File: src/rtl/instr_sequencer_pkg.sv
// Shared definitions for the instruction sequencer: FSM states, ALU op codes,
// instruction field positions and the default halt word.
package instr_sequencer_pkg;

  typedef enum logic [2:0] {
    ST_IDLE,
    ST_FETCH,
    ST_DECODE,
    ST_READ,
    ST_EXEC,
    ST_WB,
    ST_HALT
  } state_t;

  localparam logic [2:0] OP_PASS = 3'b000;
  localparam logic [2:0] OP_MUL  = 3'b010;
  localparam logic [2:0] OP_DIV  = 3'b011;
  localparam logic [2:0] OP_IMM0 = 3'b110;
  localparam logic [2:0] OP_IMM1 = 3'b111;

  localparam int unsigned FLD_A_MSB  = 15;
  localparam int unsigned FLD_A_LSB  = 12;
  localparam int unsigned FLD_B_MSB  = 11;
  localparam int unsigned FLD_B_LSB  = 8;
  localparam int unsigned FLD_OP_MSB = 7;
  localparam int unsigned FLD_OP_LSB = 5;
  localparam int unsigned FLD_W_MSB  = 4;
  localparam int unsigned FLD_W_LSB  = 1;
  localparam int unsigned FLD_WE     = 0;

  localparam logic [15:0] HALT_WORD_DEFAULT = 16'hFFFF;

  // Multiply/divide write result registers on every presented clock, so they
  // are masked to a pass op until writeback. Immediates go through untouched.
  function automatic logic [2:0] alu_presented(input logic [2:0] op, input logic in_wb);
    if (!in_wb && (op == OP_MUL || op == OP_DIV))
      return OP_PASS;
    return op;
  endfunction

endpackage

File: src/rtl/instr_sequencer.sv
// Instruction fetch/issue controller: fetches ROM words, splits them into
// register-file fields and sequences read, ALU execute and writeback.
module instr_sequencer
  import instr_sequencer_pkg::*;
#(
  parameter int unsigned PC_WIDTH  = 8,
  parameter logic [15:0] HALT_WORD = HALT_WORD_DEFAULT
) (
  input  logic                CLK_In,
  input  logic                RST_In,
  input  logic                Run_In,
  output logic [PC_WIDTH-1:0] Rom_Addr,
  input  logic [15:0]         Rom_Data,
  output logic [3:0]          Aaddr,
  output logic [3:0]          Baddr,
  output logic [2:0]          Instruction_alu,
  output logic [3:0]          Write_addr,
  output logic                Write_Enable,
  output logic                Alu_Start,
  input  logic                Alu_Done,
  output logic [PC_WIDTH-1:0] Pc_Out,
  output logic                Busy,
  output logic                Halted
);

  state_t              r_state;
  logic [15:0]         r_ir;
  logic [PC_WIDTH-1:0] r_pc;

  state_t              w_next;
  logic [15:0]         w_ir_next;
  logic [PC_WIDTH-1:0] w_pc_next;
  logic                w_fields_on;
  logic                w_busy_next;

  always_comb begin
    w_next = r_state;
    unique case (r_state)
      ST_IDLE:   if (Run_In) w_next = ST_FETCH;
      ST_FETCH:  w_next = ST_DECODE;
      ST_DECODE: w_next = (Rom_Data == HALT_WORD) ? ST_HALT : ST_READ;
      ST_READ:   w_next = ST_EXEC;
      ST_EXEC:   if (Alu_Done) w_next = ST_WB;
      ST_WB:     w_next = Run_In ? ST_FETCH : ST_IDLE;
      ST_HALT:   w_next = ST_HALT;
      default:   w_next = ST_IDLE;
    endcase
  end

  // Outputs are registered from the next state, so the IR value feeding them
  // must already include the word being latched on the DECODE->READ edge.
  always_comb begin
    w_ir_next   = (r_state == ST_DECODE && w_next == ST_READ) ? Rom_Data : r_ir;
    w_pc_next   = (r_state == ST_WB) ? r_pc + PC_WIDTH'(1) : r_pc;
    w_fields_on = (w_next == ST_READ) || (w_next == ST_EXEC) || (w_next == ST_WB);
    w_busy_next = w_fields_on || (w_next == ST_FETCH) || (w_next == ST_DECODE);
  end

  always_ff @(posedge CLK_In) begin
    if (RST_In) begin
      r_state         <= ST_IDLE;
      r_ir            <= '0;
      r_pc            <= '0;
      Rom_Addr        <= '0;
      Aaddr           <= '0;
      Baddr           <= '0;
      Instruction_alu <= '0;
      Write_addr      <= '0;
      Write_Enable    <= 1'b0;
      Alu_Start       <= 1'b0;
      Busy            <= 1'b0;
      Halted          <= 1'b0;
    end else begin
      r_state <= w_next;
      r_ir    <= w_ir_next;
      r_pc    <= w_pc_next;
      if (w_next == ST_FETCH)
        Rom_Addr <= w_pc_next;
      Aaddr           <= w_fields_on ? w_ir_next[FLD_A_MSB:FLD_A_LSB] : '0;
      Baddr           <= w_fields_on ? w_ir_next[FLD_B_MSB:FLD_B_LSB] : '0;
      Write_addr      <= w_fields_on ? w_ir_next[FLD_W_MSB:FLD_W_LSB] : '0;
      Instruction_alu <= w_fields_on
                         ? alu_presented(w_ir_next[FLD_OP_MSB:FLD_OP_LSB], w_next == ST_WB)
                         : '0;
      Write_Enable    <= (w_next == ST_WB) && w_ir_next[FLD_WE];
      Alu_Start       <= (r_state == ST_READ);
      Busy            <= w_busy_next;
      Halted          <= (w_next == ST_HALT);
    end
  end

  assign Pc_Out = r_pc;

endmodule

File: config.mk
export PLATFORM = sky130hd
export DESIGN_NAME = instr_sequencer
export DESIGN_NICKNAME = d
export VERILOG_FILES = /design/src/rtl/instr_sequencer_pkg.sv /design/src/rtl/instr_sequencer.sv
export SDC_FILE = /design/constraint.sdc
export NUM_CORES = 1
export LEC_CHECK = 0
export ABC_CLOCK_PERIOD_IN_PS = 2300
export BUFFER_PORTS_ARGS = -buffer_cell sky130_fd_sc_hd__buf_4
export CAP_MARGIN = 10
export CORE_ASPECT_RATIO = 1.1
export CORE_MARGIN = 2
export CORE_UTILIZATION = 26
export CTS_CLUSTER_DIAMETER = 80
export DETAILED_ROUTE_END_ITERATION = 8
export HOLD_SLACK_MARGIN = 0.08
export PLACE_DENSITY = 0.53
export SYNTH_ARGS = -nofsm -noshare
export SYNTH_HDL_FRONTEND = slang
export SYNTH_SLANG_ARGS = --single-unit
File: constraint.sdc
create_clock -name CLK_In -period 2.3 [get_ports CLK_In]
set_input_delay 0.23 -clock CLK_In [delete_from_list [all_inputs] [get_ports CLK_In]]
set_output_delay 0.23 -clock CLK_In [all_outputs]
set_load 0.01 [all_outputs]
======== Word level (Yosys, flattened, before mapping) ========
Cells that the tools add are included.
storage, ports and cells
  bits in registers ....................... 54
  bits in latches ......................... 0
  RAM bits ................................ 0
  bits in read-only memories .............. 0
  bits of input ports ..................... 20
  output and inout port bits .............. 35
  word-level logic and storage cells ...... 51
  memories ................................ 0
cells by class
  $add $sub $neg .......................... 1
  $mul .................................... 0
  div/mod/pow operators ................... 0
  order comparisons ....................... 0
  eq/ne operators ......................... 15
  shift-type cells ........................ 0
  mux-type cells .......................... 11
  bitwise gates (word level) .............. 1
  reductions and logical operators ........ 11
operator list
  operator                                                         count
  3-bit one-hot mux with 7 select lines                            1
  3-bit by 2-bit == test with 1-bit output, second input constant  6
  3-bit == test, second input constant                             6
  16-bit == test, second input constant                            1
  16-bit two-way mux                                               1
  3-bit two-way mux                                                5
  8-bit by 1-bit adder with 8-bit output, second input constant    1
  8-bit two-way mux                                                1
  3-bit by 1-bit == test with 1-bit output, second input constant  2
  1-bit logical OR                                                 5
  1-bit logical AND                                                3
  3-bit logical NOT                                                1
  1-bit two-way mux                                                3
  2-bit OR reduction                                               1
  1-bit logical NOT                                                1
  1-bit NOT                                                        1

======== Depth between registers and ports, before layout ========
  depth in word-level cells ............... 12
  depth in mapped cells ................... 7

======== Worst setup path after synthesis ========
Ideal clock, no wire load.
  path kind ............................... register -> register
  from .................................... reg r_state[1]
  to ...................................... reg Instruction_alu[1]
  arrival time ............................ 1.493 ns
  slack ................................... 0.703 ns
  stages on the path, launching flop included .. 7
  cells stage by stage .................... dfxtp_1 > clkbuf_1 > nor3b_1 > o41ai_2 > buf_6 > mux2i_1 > a2111oi_2
on the way
  cells in the longest elaborated chain, start to end .. 11
RTL lines
  what                                         RTL line                                      RTL
  start: declaration                           instr_sequencer.sv:26                         state_t r_state;
  start signal: assignment                     instr_sequencer.sv:74                         r_state <= w_next;
  3-bit == test, or another cell as far along  instr_sequencer.sv:38                         unique case (r_state)
  3-bit one-hot mux with 7 select lines        instr_sequencer.sv:38
  3-bit by 2-bit == test with 1-bit output     instr_sequencer.sv:53, instr_sequencer.sv:55
  1-bit logical AND                            instr_sequencer.sv:53                         w_ir_next = (r_state == ST_DECODE && w_next == ST_READ) ? Rom_Data : r_ir;
  16-bit two-way mux                           instr_sequencer.sv:53
  3-bit by 2-bit == test with 1-bit output     instr_sequencer_pkg.sv:36                     if (!in_wb && (op == OP_MUL || op == OP_DIV))
  1-bit logical OR                             instr_sequencer_pkg.sv:36
  1-bit logical AND                            instr_sequencer_pkg.sv:36
  1-bit two-way mux                            instr_sequencer_pkg.sv:36
  1-bit two-way mux                            instr_sequencer.sv:60                         if (RST_In) begin
  3-bit two-way mux                            instr_sequencer_pkg.sv:38                     return op;
  end signal: assignment                       instr_sequencer.sv:82                         Instruction_alu <= w_fields_on
  end: declaration                             instr_sequencer.sv:16                         output logic [2:0] Instruction_alu,
Parallel ways exist; a longest one is shown, timed or not. The select of a mux whose other input is x is not followed.
A chain may end at the register's enable or synchronous reset.

======== Worst setup path after layout ========
Same ends and word-level chain as after synthesis.

==> report_table.html <==
<table>
<tr><th>Metric</th><th>Value</th></tr>
<tr><th colspan="2">Drt</th></tr>
<tr><td>Number of detailed-route iterations in the first pass</td><td>4</td></tr>
<tr><td>Starting DRT DRC Count</td><td>40</td></tr>
<tr><td>Routed length per instance</td><td>12.8 um</td></tr>
<tr><td>Total Wirelength</td><td>4250 um</td></tr>
<tr><td>Residual DRC</td><td>0</td></tr>
<tr><td>Final antenna-violating net count</td><td>0</td></tr>
<tr><td>Overall via count from detail_route</td><td>1494</td></tr>
<tr><td>Number of vias per cell after detailed routing</td><td>4.49</td></tr>
<tr><th colspan="2">Critical path</th></tr>
<tr><td>Combined buffer and inverter count along the critical path</td><td>1</td></tr>
<tr><td>Cell-by-cell trace of the critical path</td><td>nor3b_1 &gt; o41ai_4 &gt; buf_12 &gt; mux2i_1 &gt; a2111oi_2</td></tr>
<tr><td>Crit path required time</td><td>2490 ps</td></tr>
<tr><td>Beginning of the worst register-to-register path</td><td>r_state[1]</td></tr>
<tr><td>Setup Crit Path Kind</td><td>reg -&gt; reg</td></tr>
<tr><td>Cell family contributing the most delay on the critical path</td><td>compound AO/OA/AOI/OAI gates</td></tr>
<tr><td>Maximum net fanout on the critical path</td><td>19</td></tr>
<tr><td>Number of cell instances on the worst register-to-register path</td><td>5</td></tr>
<tr><td>Setup crit end kind</td><td>flip-flop</td></tr>
<tr><td>CP arrival</td><td>2030 ps</td></tr>
<tr><td>Worst Setup SP</td><td>r_state[1]</td></tr>
<tr><td>Slowest Stage Delay on Critical Path</td><td>480 ps</td></tr>
<tr><td>Sort of element at the start of the critical path</td><td>flip-flop</td></tr>
<tr><td>Instance count on the critical path</td><td>5</td></tr>
<tr><td>Crit-path slowest cell</td><td>dfxtp_1</td></tr>
<tr><th colspan="2">STA</th></tr>
<tr><td>Final hold viol count</td><td>0</td></tr>
<tr><td>Worst Hold Slack</td><td>201 ps</td></tr>
<tr><td>Count of final setup violators</td><td>0</td></tr>
<tr><td>Post-layout minimum cycle time</td><td>1840 ps</td></tr>
<tr><td>Normalized max-slew margin</td><td>0.615</td></tr>
<tr><td>Achievable frequency</td><td>0.544 GHz</td></tr>
<tr><td>Measured slew at the worst slew-check pin</td><td>577 ps</td></tr>
<tr><td>Ratio of final minimum period to clock period</td><td>0.799</td></tr>
<tr><td>Fin Setup TNS</td><td>0 ps</td></tr>
<tr><td>Final Max Slew Viols</td><td>0</td></tr>
<tr><td>Final worst clock skew</td><td>2.79 ps</td></tr>
<tr><td>Unrepaired setup endpoints after global routing</td><td>false</td></tr>
<tr><th colspan="2">Clocking</th></tr>
<tr><td>Root Driver</td><td>clkbuf_8</td></tr>
<tr><td>TritonCTS Sinks</td><td>54</td></tr>
<tr><td>TritonCTS clock tree</td><td>done</td></tr>
<tr><td>Clock slew seen by the registers of the worst setup and hold paths</td><td>80 ps</td></tr>
<tr><td>Number of buffers inserted for hold repair after clock tree synthesis</td><td>0</td></tr>
<tr><td>Post-CTS setup buffer count</td><td>0</td></tr>
<tr><td>Clock insertion delay at the later pin of the skew report</td><td>290 ps</td></tr>
<tr><td>Maximum clock path buffer count</td><td>2</td></tr>
<tr><td>Post_cts resized</td><td>0</td></tr>
<tr><td>CTS H-Tree Depth</td><td>2</td></tr>
<tr><td>Number of buffers created by CTS</td><td>5</td></tr>
<tr><th colspan="2">Yosys</th></tr>
<tr><td>Count of different cell masters after synthesis</td><td>36</td></tr>
<tr><td>Number of nets in the synthesized netlist</td><td>217</td></tr>
<tr><td>Register area share after synthesis</td><td>0.552</td></tr>
<tr><td>Post-synthesis cell count</td><td>196</td></tr>
<tr><td>Synthesis-stage register bit count</td><td>54</td></tr>
<tr><td>Synth warn</td><td>0</td></tr>
<tr><td>EDFF count, synth</td><td>0</td></tr>
<tr><td>Synthesized cell area</td><td>1960 um^2</td></tr>
<tr><td>Average footprint of a synthesized cell</td><td>10.0 um^2</td></tr>
<tr><td>Flip-flop cell with the highest count after synthesis</td><td>dfxtp_1</td></tr>
<tr><td>Share of synthesized flip-flops with an asynchronous set or reset</td><td>0</td></tr>
<tr><th colspan="2">GRT</th></tr>
<tr><td>Number of global-route vias before repair</td><td>1412</td></tr>
<tr><td>Initial antenna violation count</td><td>0</td></tr>
<tr><td>GRT Resource Usage Total</td><td>0.106</td></tr>
<tr><td>Wire length of the first global-routing pass</td><td>6810 um</td></tr>
<tr><td>Maximum number of pins on one net before global-route repair</td><td>55</td></tr>
<tr><td>Total grt overflow</td><td>0</td></tr>
<tr><th colspan="2">Power</th></tr>
<tr><td>Lkg Pwr</td><td>1.12 nW</td></tr>
<tr><td>Peak VDD IR</td><td>0.000435 V</td></tr>
<tr><td>Power density of the placed cells</td><td>823 nW/um^2</td></tr>
<tr><th colspan="2">Cells and area</th></tr>
<tr><td>Area of the multi-input gates</td><td>807 um^2</td></tr>
<tr><td>Layout cell share with drive strength beyond 1</td><td>0.264</td></tr>
<tr><td>Layout-stage area growth over the synthesis result</td><td>29.1%</td></tr>
<tr><td>Filler Cell Count</td><td>760</td></tr>
<tr><td>Area of all sequential standard cells</td><td>1080 um^2</td></tr>
<tr><td>Count of inserted antenna diode cells</td><td>0</td></tr>
<tr><td>Net count of the finished layout</td><td>267</td></tr>
<tr><th colspan="2">Die</th></tr>
<tr><td>Die footprint</td><td>8250 um^2</td></tr>
<tr><td>Number of top-level pins</td><td>55</td></tr>
<tr><td>Core ar.</td><td>7390 um^2</td></tr>
<tr><td>Die height</td><td>95.0 um</td></tr>
<tr><td>Row cnt</td><td>33</td></tr>
<tr><td>Starting Density</td><td>0.265</td></tr>
<tr><td>Horizontal die dimension</td><td>86.8 um</td></tr>
<tr><th colspan="2">Placement</th></tr>
<tr><td>Dpl hpwl</td><td>3080 um</td></tr>
<tr><td>Weighted congestion at the end of routability-driven global placement</td><td>0.752</td></tr>
<tr><td>Port buffer count</td><td>54</td></tr>
<tr><th colspan="2">Status</th></tr>
<tr><td>Outcome</td><td>finished clean</td></tr>
<tr><th colspan="2">Job</th></tr>
<tr><td>Max_cap viols</td><td>0</td></tr>
<tr><th colspan="2">Worst hold path</th></tr>
<tr><td>Worst min path class</td><td>in -&gt; reg</td></tr>
<tr><td>Hold path startpoint</td><td>Rom_Data[15]</td></tr>
<tr><td>Number of cells on the worst hold path</td><td>3</td></tr>
</table>
## metrics by stage
step	utilization	instances	area (um^2)	worst slack [ps]	total power, mW
floorplan	-	196	1960	703	1.44
global route	0.342	333	2530	237	2.21
CTS	0.342	333	2530	439	2.12
global placement	0.332	326	2450	490	1.63
detailed placement	0.332	326	2450	469	1.63
finish	0.342	333	2530	463	2.08
## cells in the final DEF (no fill, tap or decap), drive strengths merged
master,count
a2111oi,2
nand2,5
o21ai,1
a21o,1
nor3,18
nand3,1
clkbuf,7
nand4,5
nor2b,2
dfxtp,54
nand3b,1
nand4b,1
nor3b,2
o41ai,2
a31oi,1
or2b,1
o21a,1
ha,1
a211oi,8
xnor2,6
a21oi,3
and3,1
o211a,1
xor2,2
nor4,2
buf,57
nor2,35
nand2b,2
or3,1
mux2i,18
inv,4
## cell families (layout without fill, tap and decap cells)
family,after synthesis,count (layout),synth area share
flip-flops,54,54,0.552
AO/OA/AOI/OAI,20,20,0.0824
multiplexers,18,18,0.0920
AND/OR/NAND/NOR,77,77,0.190
buffers and inverters,18,68,0.0421
adder cells (fa/ha/maj),1,1,0.00638
XOR/XNOR,8,8,0.0358
## tightest hold or removal path, stage by stage
cell and delay (ps):
buf_4 90, mux2i_1 70, nor2_1 80
## power by group
part / switching (mW) / internal [mW]
Sequential: 0.0616 / 1.03
Combinational: 0.271 / 0.243
Clock: 0.270 / 0.210
## Yosys cell counts, types with 2 or more instances
cell / number / share of area
xor2_1: 2 / 0.0089
nand2b_1: 2 / 0.0064
nand4_1: 4 / 0.013
inv_1: 4 / 0.0077
mux2i_1: 18 / 0.092
nor3b_1: 2 / 0.0077
dfxtp_1: 54 / 0.55
nor2b_1: 2 / 0.0064
xnor2_1: 6 / 0.027
clkbuf_1: 9 / 0.017
nor2_1: 35 / 0.067
nor3_1: 18 / 0.046
buf_2: 3 / 0.0077
nand2_1: 5 / 0.0096
a21oi_1: 3 / 0.0077
nor4_1: 2 / 0.0064
a211oi_1: 8 / 0.031
## final cells by class
class | instances | share of cell area
inverters | 4 | 0.00594
well taps | 87 | 0.0430
clock buffers | 7 | 0.0302
flip-flops and latches | 54 | 0.428
multi-input cells | 124 | 0.319
repair buffers | 57 | 0.174
## path summary, 6_finish.rpt
kind                             end  slack [ps]
setup / recovery  Instruction_alu[1]         460
hold / removal              r_ir[15]         200
setup reg to reg  Instruction_alu[1]         460
hold reg to reg              r_ir[2]         500
## flip-flops by register name (all words and copies together) (netlist names)
signal and flops:
Write_addr 4, Instruction_alu 3, Aaddr 4, Halted 1, r_state 3, Busy 1, Rom_Addr 8, r_ir 16
Baddr 4, Alu_Start 1, Pc_Out 8, Write_Enable 1
## routing by layer
layer	wire (um)	track usage
met1	1930	0.133
met2	2020	0.173
met3	256	0.0346
met4	43	0.0352
met5	0	0
Power figures use the tool's default switching activity.
